### src/rtl/step_dir_conditioner.sv
// rtl/step_dir_conditioner.sv - re-times raw step/dir into driver-safe step/dir pulses
// Buffers step bursts in a saturating signed accumulator and tracks absolute position.
module step_dir_conditioner #(
  parameter int DEFAULT_HIGH  = 100,
  parameter int DEFAULT_LOW   = 100,
  parameter int DEFAULT_SETUP = 50,
  parameter int PEND_W        = 16
) (
  input  logic        clk,
  input  logic        reset,
  input  logic [2:0]  address,
  input  logic        write,
  input  logic [31:0] writedata,
  input  logic        read,
  output logic [31:0] readdata,
  input  logic        step_in,
  input  logic        dir_in,
  output logic        step_out,
  output logic        dir_out
);

  typedef enum logic [1:0] {IDLE, DIR_SETUP, STEP_HIGH, STEP_LOW} state_t;

  localparam logic [15:0] L_DEF_HIGH  = 16'(DEFAULT_HIGH);
  localparam logic [15:0] L_DEF_LOW   = 16'(DEFAULT_LOW);
  localparam logic [15:0] L_DEF_SETUP = 16'(DEFAULT_SETUP);
  // Two guard bits so edge + entry adjustments never wrap before clamping.
  localparam logic signed [PEND_W+1:0] L_ONE = (PEND_W+2)'(1);
  localparam logic signed [PEND_W+1:0] L_MAX = (PEND_W+2)'((2**(PEND_W-1)) - 1);
  localparam logic signed [PEND_W+1:0] L_MIN = -L_MAX;

  state_t              r_state;
  state_t              w_next;
  logic                r_step_in_d;
  logic [PEND_W-1:0]   r_pending;
  logic [31:0]         r_position;
  logic                r_overflow;
  logic [15:0]         r_cnt;
  logic [15:0]         r_step_high;
  logic [15:0]         r_step_low;
  logic [15:0]         r_dir_setup;
  logic                r_step_out;
  logic                r_dir_out;
  logic [31:0]         r_readdata;

  logic                w_edge;
  logic                w_pend_nz;
  logic                w_pend_neg;
  logic                w_req_dir;
  logic                w_cnt_done;
  logic                w_enter_high;
  logic                w_busy;
  logic                w_sat_hit;
  logic [15:0]         w_high_len;
  logic [15:0]         w_low_len;
  logic [15:0]         w_setup_len;
  logic [15:0]         w_pend_16;
  logic [31:0]         w_status;
  logic signed [PEND_W+1:0] w_pend_x;
  logic signed [PEND_W+1:0] w_inc;
  logic signed [PEND_W+1:0] w_dec;
  logic signed [PEND_W+1:0] w_sum;
  logic [PEND_W-1:0]   w_pend_next;

  assign w_edge       = step_in & ~r_step_in_d;
  assign w_pend_nz    = |r_pending;
  assign w_pend_neg   = r_pending[PEND_W-1];
  assign w_req_dir    = w_pend_nz & ~w_pend_neg;
  assign w_cnt_done   = (r_cnt <= 16'd1);
  assign w_enter_high = (w_next == STEP_HIGH) && (r_state != STEP_HIGH);
  assign w_busy       = (r_state != IDLE) || w_pend_nz;
  assign w_high_len   = (r_step_high == 16'd0) ? 16'd1 : r_step_high;
  assign w_low_len    = (r_step_low  == 16'd0) ? 16'd1 : r_step_low;
  assign w_setup_len  = (r_dir_setup == 16'd0) ? 16'd1 : r_dir_setup;
  assign w_pend_16    = 16'($signed(r_pending));
  assign w_status     = {w_pend_16, 14'd0, r_overflow, w_busy};
  assign step_out     = r_step_out;
  assign dir_out      = r_dir_out;
  assign readdata     = r_readdata;

  always_ff @(posedge clk or negedge reset) begin
    if (!reset) begin
      r_state <= IDLE;
    end else begin
      r_state <= w_next;
    end
  end

  always_comb begin
    w_next = r_state;
    unique case (r_state)
      IDLE: begin
        if (w_pend_nz) begin
          w_next = (r_dir_out != w_req_dir) ? DIR_SETUP : STEP_HIGH;
        end
      end
      DIR_SETUP: if (w_cnt_done) w_next = STEP_HIGH;
      STEP_HIGH: if (w_cnt_done) w_next = STEP_LOW;
      STEP_LOW:  if (w_cnt_done) w_next = IDLE;
      default:   w_next = IDLE;
    endcase
  end

  // Edge and entry adjustments are summed first so a simultaneous pair nets out
  // before the clamp, and only a genuine excursion past a limit flags overflow.
  always_comb begin
    w_pend_x = {{2{r_pending[PEND_W-1]}}, r_pending};
    w_inc = '0;
    if (w_edge) w_inc = dir_in ? L_ONE : -L_ONE;
    w_dec = '0;
    if (w_enter_high && w_pend_nz) w_dec = w_pend_neg ? L_ONE : -L_ONE;
    w_sum = w_pend_x + w_inc + w_dec;
    w_pend_next = w_sum[PEND_W-1:0];
    w_sat_hit = 1'b0;
    if (w_sum > L_MAX) begin
      w_pend_next = L_MAX[PEND_W-1:0];
      w_sat_hit   = 1'b1;
    end else if (w_sum < L_MIN) begin
      w_pend_next = L_MIN[PEND_W-1:0];
      w_sat_hit   = 1'b1;
    end
  end

  always_ff @(posedge clk or negedge reset) begin
    if (!reset) begin
      r_step_in_d <= 1'b0;
      r_pending   <= '0;
      r_overflow  <= 1'b0;
    end else begin
      r_step_in_d <= step_in;
      r_pending   <= w_pend_next;
      if (w_sat_hit) begin
        r_overflow <= 1'b1;
      end else if (write && (address == 3'd4)) begin
        r_overflow <= 1'b0;
      end
    end
  end

  always_ff @(posedge clk or negedge reset) begin
    if (!reset) begin
      r_cnt <= '0;
    end else if (w_next != r_state) begin
      unique case (w_next)
        DIR_SETUP: r_cnt <= w_setup_len;
        STEP_HIGH: r_cnt <= w_high_len;
        STEP_LOW:  r_cnt <= w_low_len;
        default:   r_cnt <= '0;
      endcase
    end else if (!w_cnt_done) begin
      r_cnt <= r_cnt - 16'd1;
    end
  end

  always_ff @(posedge clk or negedge reset) begin
    if (!reset) begin
      r_step_out <= 1'b0;
      r_dir_out  <= 1'b0;
    end else begin
      r_step_out <= (w_next == STEP_HIGH);
      if ((r_state == IDLE) && (w_next == DIR_SETUP)) begin
        r_dir_out <= w_req_dir;
      end
    end
  end

  always_ff @(posedge clk or negedge reset) begin
    if (!reset) begin
      r_position <= '0;
    end else if (write && (address == 3'd3)) begin
      r_position <= writedata;
    end else if (w_enter_high) begin
      r_position <= r_dir_out ? (r_position + 32'd1) : (r_position - 32'd1);
    end
  end

  always_ff @(posedge clk or negedge reset) begin
    if (!reset) begin
      r_step_high <= L_DEF_HIGH;
      r_step_low  <= L_DEF_LOW;
      r_dir_setup <= L_DEF_SETUP;
    end else if (write) begin
      unique case (address)
        3'd0:    r_step_high <= writedata[15:0];
        3'd1:    r_step_low  <= writedata[15:0];
        3'd2:    r_dir_setup <= writedata[15:0];
        default: ;
      endcase
    end
  end

  always_ff @(posedge clk or negedge reset) begin
    if (!reset) begin
      r_readdata <= '0;
    end else if (read) begin
      unique case (address)
        3'd0:    r_readdata <= {16'd0, r_step_high};
        3'd1:    r_readdata <= {16'd0, r_step_low};
        3'd2:    r_readdata <= {16'd0, r_dir_setup};
        3'd3:    r_readdata <= r_position;
        3'd4:    r_readdata <= w_status;
        default: r_readdata <= '0;
      endcase
    end
  end

endmodule

### config.mk
export PLATFORM = sky130hd
export DESIGN_NAME = step_dir_conditioner
export DESIGN_NICKNAME = d
export VERILOG_FILES = /design/src/rtl/step_dir_conditioner.sv
export SDC_FILE = /design/constraint.sdc
export NUM_CORES = 1
export LEC_CHECK = 0
export CORE_ASPECT_RATIO = 1.4
export CORE_MARGIN = 2
export CORE_UTILIZATION = 50
export DETAILED_ROUTE_END_ITERATION = 8
export GPL_TIMING_DRIVEN = 0
export HOLD_SLACK_MARGIN = 0.15
export PLACE_DENSITY = 0.68
export SLEW_MARGIN = 15
export SYNTH_ARGS = -nofsm -noshare
export SYNTH_HDL_FRONTEND = slang
export SYNTH_SLANG_ARGS = --single-unit
### constraint.sdc
create_clock -name clk -period 11.8 [get_ports clk]
set_clock_uncertainty 0.15 [all_clocks]
set_input_delay 1.77 -clock clk [delete_from_list [all_inputs] [get_ports clk]]
set_output_delay 1.77 -clock clk [all_outputs]
set_load 0.03 [all_outputs]
After elaboration in Yosys (flattened, before gate mapping)
Cells that the tools add are included.
Widths: inputs -> output; s select.
- register bits: 150
- bits of input ports: 41
- logic and storage cells: 82
- add/subtract/negate cells: 5
- magnitude comparators: 3
- eq/ne operators: 14
- muxes and demuxes: 26
- bitwise logic cells: 4
- reduce and logical (&&, ||, !) cells: 18
- operator list (kind ; count):
    $pmux 32 s5 ; 1
    $mux 16 ; 7
    $mux 32 ; 3
    $mux 18 ; 4
    $logic_not 16->1 ; 3
    $pmux 16 s3 ; 1
    $add 32x1->32 const B ; 1
    $sub 32x1->32 const B ; 1
    $add 16x18->18 ; 1
    $add 18x18->18 ; 1
    $gt 18x16->1 const B ; 1
    $lt 18x16->1 const B ; 1
    $le 16x1->1 const B ; 1
    $reduce_or 16->1 ; 1
    $sub 16x1->16 const B ; 1
    $mux 2 ; 5
    $eq 2x2->1 const B ; 4
    $pmux 2 s4 ; 1
    $eq 3x2->1 const B ; 2
    $reduce_and 2->1 ; 3
    $reduce_bool 2->1 ; 3
    $logic_and 1x1->1 ; 5
    $eq 2x1->1 const B ; 2
    $mux 1 ; 4
    other kinds (11) ; 13

Depth between registers and ports, before layout
Gate-level depths: netlist (run 1).
- depth in word-level cells: 15
- mapped depth: 25

Worst setup path before layout (run 1)
No wires, ideal clock.
- path type: register to register
- start: register r_cnt[11]
- end: register r_pending[9]
- setup time: 131 ps
- data arrival time: 5711 ps
- setup slack: 5808 ps
- cell stages (with the launch flop): 23
- period minus slack after synthesis: 5992 ps
- cell sequence: dfrtp_1 -> or4_4 -> nor4_4 -> and2_1 -> buf_4 -> nand2_1 -> a21o_1 -> buf_2 -> buf_2 -> or3_1 -> inv_1 -> fa_1 -> ha_1 -> a211oi_1 -> o21ai_1 -> a2111o_1 -> a21oi_1 -> nor2_1 -> o41ai_2 -> and2b_1 -> nand2b_1 -> buf_4 -> o21ai_0
- word-level cells in the longest chain between the ends: 11
- RTL lines (item ; RTL line ; RTL):
    start: declaration ; 38 ; logic [15:0] r_cnt;
    start signal: assignment ; 145 ; DIR_SETUP: r_cnt <= w_setup_len;
    start signal: assignment ; 146 ; STEP_HIGH: r_cnt <= w_high_len;
    start signal: assignment ; 147 ; STEP_LOW: r_cnt <= w_low_len;
    $le 16x1->1 * ; 69 ; assign w_cnt_done = (r_cnt <= 16'd1);
    $mux 2, on equally long branches ; 99, 97, 98 ;
    $pmux 2 s4 * ; 91 ; unique case (r_state)
    $eq 2x2->1 * ; 70 ; assign w_enter_high = (w_next == STEP_HIGH) && (r_state != STEP_HIGH);
    $logic_and 1x1->1 * ; 70 ;
    $logic_and 1x1->1 * ; 111 ; if (w_enter_high && w_pend_nz) w_dec = w_pend_neg ? L_ONE : -L_ONE;
    $mux 18 * ; 111 ;
    $add 18x18->18 * ; 112 ; w_sum = w_pend_x + w_inc + w_dec;
    $lt 18x16->1 ; 118 ; end else if (w_sum < L_MIN) begin
    $mux 16 ; 118 ;
    $mux 16 * ; 115 ; if (w_sum > L_MAX) begin
    via w_pend_next[9] ; 63 ; logic [PEND_W-1:0] w_pend_next;
    end signal: assignment ; 131 ; r_pending <= w_pend_next;
    end: declaration ; 35 ; logic [PEND_W-1:0] r_pending;
Mark *: on every way through the listed nets, which the timed path passes. The rest lies on a longest branch.
A chain may end at the register's enable or synchronous reset.

Worst setup path in the final report (run 1)
- start: register r_cnt[4]
- end: register r_pending[14]
Same word-level chain as after synthesis.

==> flow_metrics.tcl, run 1 <==
set metrics [dict create \
    outcome "finished, final reports clean" \
    vias 8753 \
    max-clock-path-buffers 2 \
    start_util_pct 50.8 \
    async_reset_ff_share_pct 100 \
    register_area_sq_um 3760 \
    grt_antenna_before_repair 0 \
    post_synth_instance_area_sq_um 10100 \
    largest_net_degree_at_the_start_of_global_routing 80 \
    power-per-cell-area_nw_per_um2 283 \
    syn_area_per_cell_sq_um 9.53 \
    area.growth.synth_to_final_pct 16.8 \
    synth-compound-area-share_pct 21.2 \
    detailed_place_hpwl_um 22800 \
    share_of_the_clock_period_used_by_the_worst_path_pct 59.3 \
    cts_tree "yes" \
    synthDistinctLibCells 72 \
    path_max_fanout 14 \
    sort_of_element_at_the_end_of_the_critical_path "flop" \
    die_area_sq_um 21300 \
    synth_sequential_area_ratio_pct 37.4 \
    area_share_of_fa_ha_maj_cells_after_synthesis_pct 9.54 \
    cts.sink_count 150 \
    detail_route.drc_violations 0 \
    synthSimpleGateAreaFrac_pct 14.2 \
    detail_routed_net_length_per_standard_cell_um 21.4 \
    synthDominantAreaCellType "dfrtp_1" \
    final_wirelength_um 30300 \
    cts_setup_buffers 0 \
    cp.arrival_ps 7160 \
    antenna_fix_cells 0 \
    worstSetupStartpointType "flop" \
    synth_top_flop_cell "dfrtp_1" \
    netlist_instances 1057 \
    detail-route-antenna-nets 0 \
    gp_congestion 0.927 \
    timing.setup.tns_ps 0 \
    coreArea_sq_um 19800 \
    finalHoldViolations 0 \
    mappedNetlistNets 1164 \
    ctsHtreeMaxLevel 4 \
    io_buffer_count 72 \
    layout-drive-gt1-share_pct 10.9 \
    cts-buffers-inserted 17 \
    clk_pin_slew_worst_paths_ps 60 \
    ys_seq_elements 150 \
    drtIter0Drc 779 \
    vias_per_cell 6.19 \
    grt_setup_unrepaired "false" \
    slew_violations 0 \
    die_width_um 124 \
    synth_edf_count 0 \
    period_needed_ps 6990 \
    cts-root-buf "clkbuf_16" \
    dieHeight_um 172 \
    nets 1256 \
    timing_worst_slew_pin_value_ps 1260 \
    number_of_global_route_vias_before_repair 8768 \
    synth-xor-area-share_pct 3.83 \
    max-cap-violations 0 \
    yosysWarningCount 0 \
    layout.filler_cells 1753 \
    synth_top_cell_area_share_pct 35.0 \
    worstHoldPathType "flop to flop" \
    first_pass_iters 7 \
    top_level_ports 75 \
    rows 61 \
    setup.worst_path.class "flop to flop" \
    yosys-top-cells-area "dfrtp_1, ha_1, mux2_2" \
    hold_fix_buffer_count_after_cts 0 \
    clk-insertion-delay-late_ps 440 \
    maxSlewHeadroom_pct 15.5 \
    multi_input_area_sq_um 5920 \
    timing.fmax_ghz 0.143 \
    layout.cells.most_common "dfrtp_1" \
    grt_use_total_pct 29.8 \
    grt_pass1_wl_um 47800 \
    cts_resized 0 \
    final-setup-viol-count 0 \
    power.leakage_uw 0.00494 \
    post_synth_mux_area_share_pct 9.93 \
    synth_top_family_by_area "compound AO/OA/AOI/OAI gates" \
    design_power_total_uw 3330 \
    grt_remaining_overflow 0 \
    vdd_ir_drop_max_v 0.000124 \
    cp_data_required_time_ps 11960 \
    leading_cell_types_in_the_layout_fill_and_taps_excluded "dfrtp_1, a21oi_1, nand2_1, nor2_1, clkdlybuf4s50_1" \
]
synthesized netlist by cell type, drive strengths merged (8+ instances only):
master and instances:
nor3 19, nor2b 10, a211oi 9, o21ai 72
nor2 74, o211ai 9, a21o 22, and2 9
fa 18, buf 10, dfstp 9, mux2 49
ha 48, nand2b 17, mux2i 11, inv 50
a22oi 19, dfrtp 141, clkbuf 41, nand3 21
nand2 77, mux4 15, nor4 20, nand4 8
and3 11, a21oi 107, o22ai 25, xnor2 21
xor2 23, a222oi 15
stage by stage:
stage	std cells	cell area, sq um	setup slack [ps]	hold WS [ps]	utilization, %
floorplan	1057	10100	5810	332	-
global placement	1381	11100	2610	363	56.0
detailed placement	1382	11100	4840	366	56.1
CTS	1414	11800	4790	381	59.2
global route	1414	11800	4360	407	59.3
finish	1414	11800	4810	379	59.3
report_power, final:
group	switching, uW	internal [uW]
clock network	243	338
registers	214	691
logic	1070	772
worst max-delay path, cell delays in order, from the launching register on:
cell and delay [ps]:
dfrtp_1 440, nor4_1 570, and4bb_1 310, and2_1 130
buf_4 170, nand2_1 130, a21o_1 190, buf_2 190
buf_2 220, or3_1 380, inv_1 630, fa_1 590
ha_1 330, a211oi_1 280, o21ai_1 170, a2111o_1 450
a21oi_1 230, nor2_1 90, o41ai_2 470, and2b_1 320
nand2b_1 140, buf_4 150, o21ai_0 90
kinds of logic (layout without fill, tap and decap cells):
group | after synthesis | count (layout)
buffers and inverters | 101 | 206
AOI/OAI and AO/OA | 334 | 334
muxes | 75 | 75
and+or+nand+nor | 287 | 287
DFF | 150 | 150
xor gates and xnor gates | 44 | 44
adders and majority gates | 66 | 66
per-layer routing:
layer | wire (um) | vias to the layer above | track usage (%)
met5 | 0 | - | 0
met4 | 1950 | 0 | 18.4
met3 | 1450 | 82 | 4.09
met2 | 15100 | 303 | 50.2
met1 | 11800 | 4254 | 35.6
li1 | - | 4114 | -
registers in the layout (all words and copies together) (netlist names):
name and cells:
dir_out 1, r_cnt 16, r_dir_setup 16, r_overflow 1, r_pending 16, r_position 32
r_state 2, r_step_high 16, r_step_in_d 1, r_step_low 16, readdata 32, step_out 1
worst paths after layout:
path / from / endpoint / slack [ps] / depth (start not counted)
min in group asynchronous: reset / r_dir_setup[9]$_DFFE_PN0P_ / 1140 / 1
max in group asynchronous: reset / r_step_high[2]$_DFFE_PN1P_ / 9550 / 2
worst max register to register: r_cnt[4]$_DFFE_PN0P_ / r_pending[14]$_DFF_PN0_ / 4810 / 22
worst min-delay path: readdata[19]$_DFFE_PN0P_ / readdata[19]$_DFFE_PN0P_ / 380 / 2
worst max-delay path: r_cnt[4]$_DFFE_PN0P_ / r_pending[14]$_DFF_PN0_ / 4810 / 22
worst min register to register: readdata[19]$_DFFE_PN0P_ / readdata[19]$_DFFE_PN0P_ / 380 / 2
layout make-up:
class / count / area share [%]
inverters: 50 / 1.60
flip-flops and latches: 150 / 32.0
plain buffers: 51 / 1.77
multi-input cells: 806 / 50.3
clock inverters: 14 / 1.57
well taps: 252 / 2.68
clock buffers: 18 / 3.65
repair buffers: 73 / 6.41
Note: power is estimated with default switching activity, not from simulation.
==> run 2: changes to the inputs <==
==> constraint.sdc (replaced) <==
create_clock -name clk -period 6.8 [get_ports clk]
set_clock_uncertainty 0.15 [all_clocks]
set_input_delay 1.02 -clock clk [delete_from_list [all_inputs] [get_ports clk]]
set_output_delay 1.02 -clock clk [all_outputs]
set_load 0.03 [all_outputs]
==> run 2 against run 1 <==
Compared with the run above: critical path depth up 1; global-route usage about the same; core utilization up 0.19 points.
==> flow_metrics.tcl, run 2 (same netlist as run 1, synthesis figures left out) <==
set metrics [dict create \
    layout.cells.most_common "dfrtp_1" \
    share_of_the_clock_period_used_by_the_worst_path_pct 93.9 \
    detail_route.drc_violations 0 \
    grt_pass1_wl_um 47800 \
    max-clock-path-buffers 2 \
    cts_tree "yes" \
    slew_violations 0 \
    antenna_fix_cells 0 \
    layout_utilization_pct 59.4 \
    cts-root-buf "clkbuf_16" \
    finalHoldViolations 0 \
    cts.sink_count 150 \
    grt_use_total_pct 29.8 \
    crit_path_cell_trace "or4_4 -> nor4_4 -> and2_1 -> buf_4 -> nand2_1 -> a21o_1 -> buf_2 -> buf_2 -> or3_1 -> clkinvlp_4 -> buf_12 -> fa_1 -> ha_1 -> o21a_1 -> and3_1 -> a2111o_1 -> a21oi_1 -> nor2_1 -> o41ai_2 -> and2b_1 -> nand2b_1 -> buf_4 -> o21ai_0" \
    worstSetupStartpointType "flop" \
    cp_data_required_time_ps 6960 \
    coreArea_sq_um 19800 \
    maxSlewHeadroom_pct 16.3 \
    critical_path.endpoint "r_pending[14]$_DFF_PN0_" \
    clk_pin_slew_worst_paths_ps 70 \
    die_area_sq_um 21300 \
    detail_routed_net_length_per_standard_cell_um 21.4 \
    critical_path_buf_inv_count 6 \
    ctsHtreeMaxLevel 4 \
    grt_setup_unrepaired "false" \
    detailed_place_hpwl_um 22800 \
    final-setup-viol-count 0 \
    path_max_fanout 10 \
    final_wirelength_um 30300 \
    power-per-cell-area_nw_per_um2 490 \
    outcome "finished, final reports clean" \
    nets 1258 \
    timing.critical_path.slowest_cell_delay_ps 600 \
    max-cap-violations 0 \
    worstReg2RegStart "r_cnt[11]$_DFFE_PN0P_" \
    post-place-cells 1382 \
    vdd_ir_drop_max_v 0.000216 \
    timing_worst_slew_pin_value_ps 1250 \
    largest_net_degree_at_the_start_of_global_routing 80 \
    cts-buffers-inserted 17 \
    grt_remaining_overflow 0 \
    dieHeight_um 172 \
    rows 61 \
    critical-path-top-delay-family "simple AND/OR/NAND/NOR gates" \
    layoutNonFillerInstCount 1416 \
    first_pass_iters 7 \
    rrSetupSlack_ps 420 \
    setup.worst_path.class "flop to flop" \
    power.leakage_uw 0.00495 \
    worst_hold_slack_ps 379 \
    drtIter0Drc 781 \
    gp_congestion 0.927 \
    vias 8746 \
    timing.setup.tns_ps 0 \
    start_util_pct 50.8 \
    cp.depth 23 \
    reg2regPathDepth 23 \
    detail-route-antenna-nets 0 \
    worstHoldPathType "flop to flop" \
    post-place-ws_ps -160 \
    sort_of_element_at_the_end_of_the_critical_path "flop" \
    leading_cell_types_in_the_layout_fill_and_taps_excluded "dfrtp_1, a21oi_1, nand2_1, nor2_1, clkdlybuf4s50_1" \
    top_level_ports 75 \
    worst_slack_ps 417 \
    critPathLaunch "r_cnt[11]$_DFFE_PN0P_" \
    clk-insertion-delay-late_ps 440 \
    io_buffer_count 72 \
    area.growth.synth_to_final_pct 17.1 \
    number_of_global_route_vias_before_repair 8766 \
    cp.arrival_ps 6540 \
    period_needed_ps 6380 \
    worst_path_max_delay_cell "or4_4" \
    grt_antenna_before_repair 0 \
    vias_per_cell 6.18 \
    die_width_um 124 \
    critical_path.reg2reg.endpoint "r_pending[14]$_DFF_PN0_" \
    timing.fmax_ghz 0.157 \
    layout-drive-gt1-share_pct 11.3 \
]
-- run 2: area by class of cell --
class / instances / area, sq um
Clock buffer: 18 / 429
Timing Repair Buffer: 75 / 781
Sequential cell: 150 / 3760
Fill cell: 1751 / 8050
Multi-Input combinational cell: 806 / 5920
Clock inverter: 14 / 185
Inverter: 50 / 191
Tap cell: 252 / 315
Buffer: 51 / 208
-- run 2: per-layer routing --
metal  global-route usage, %  wire length (um)
met1                    35.7             11900
met2                    50.2             15000
met3                    4.09              1380
met4                    18.4              2050
met5                       0                 0
-- run 2: timing repair --
action,4_1_cts,5_1_grt
hold buffers,0,0
endpoints found under the setup margin,13,17
gates resized for setup,1,1
buffers inserted,0,2
-- run 2: worst reg2reg max path: cells and delay by family, from the launching register on --
| kind | cells | cell delay (ps) |
|---|---|---|
| adders and majority gates | 2 | 790 |
| and+or+nand+nor | 9 | 2310 |
| AOI/OAI and AO/OA | 6 | 1570 |
| buffers and inverters | 6 | 1050 |
| DFF | 1 | 400 |
-- run 2: metrics by stage --
step | total power, uW | area (sq um)
4_1_cts | 5740 | 11800
3_5_place_dp | 4710 | 11100
3_3_place_gp | 4670 | 11100
6_report | 5780 | 11800
5_1_grt | 6200 | 11800
2_1_floorplan | 3850 | 10100
-- run 2: power by group --
group / switching, uW / internal [uW]
clock network: 421 / 587
registers: 375 / 1200
logic: 1850 / 1340
total: 2650 / 3130
-- run 2: worst min path at each step --
stage | startpoint | to | depth (start not counted)
detailed placement | readdata[29]$_DFFE_PN0P_ | readdata[29]$_DFFE_PN0P_ | 2
global placement | readdata[17]$_DFFE_PN0P_ | readdata[17]$_DFFE_PN0P_ | 2
CTS | readdata[9]$_DFFE_PN0P_ | readdata[9]$_DFFE_PN0P_ | 2
finish | readdata[19]$_DFFE_PN0P_ | readdata[19]$_DFFE_PN0P_ | 2
floorplan | r_overflow$_DFFE_PN0P_ | r_overflow$_DFFE_PN0P_ | 2
global route | r_overflow$_DFFE_PN0P_ | r_overflow$_DFFE_PN0P_ | 2
==> run 3: changes to the inputs <==
--- a/config.mk
+++ b/config.mk
@@ -5,6 +5,7 @@
 export SDC_FILE = /design/constraint.sdc
 export NUM_CORES = 1
 export LEC_CHECK = 0
+export ABC_CLOCK_PERIOD_IN_PS = 6800
 export CORE_ASPECT_RATIO = 1.4
 export CORE_MARGIN = 2
 export CORE_UTILIZATION = 50
==> results of run 3 <==
The final DEF is identical to that of run 2; final timing and power are the same.
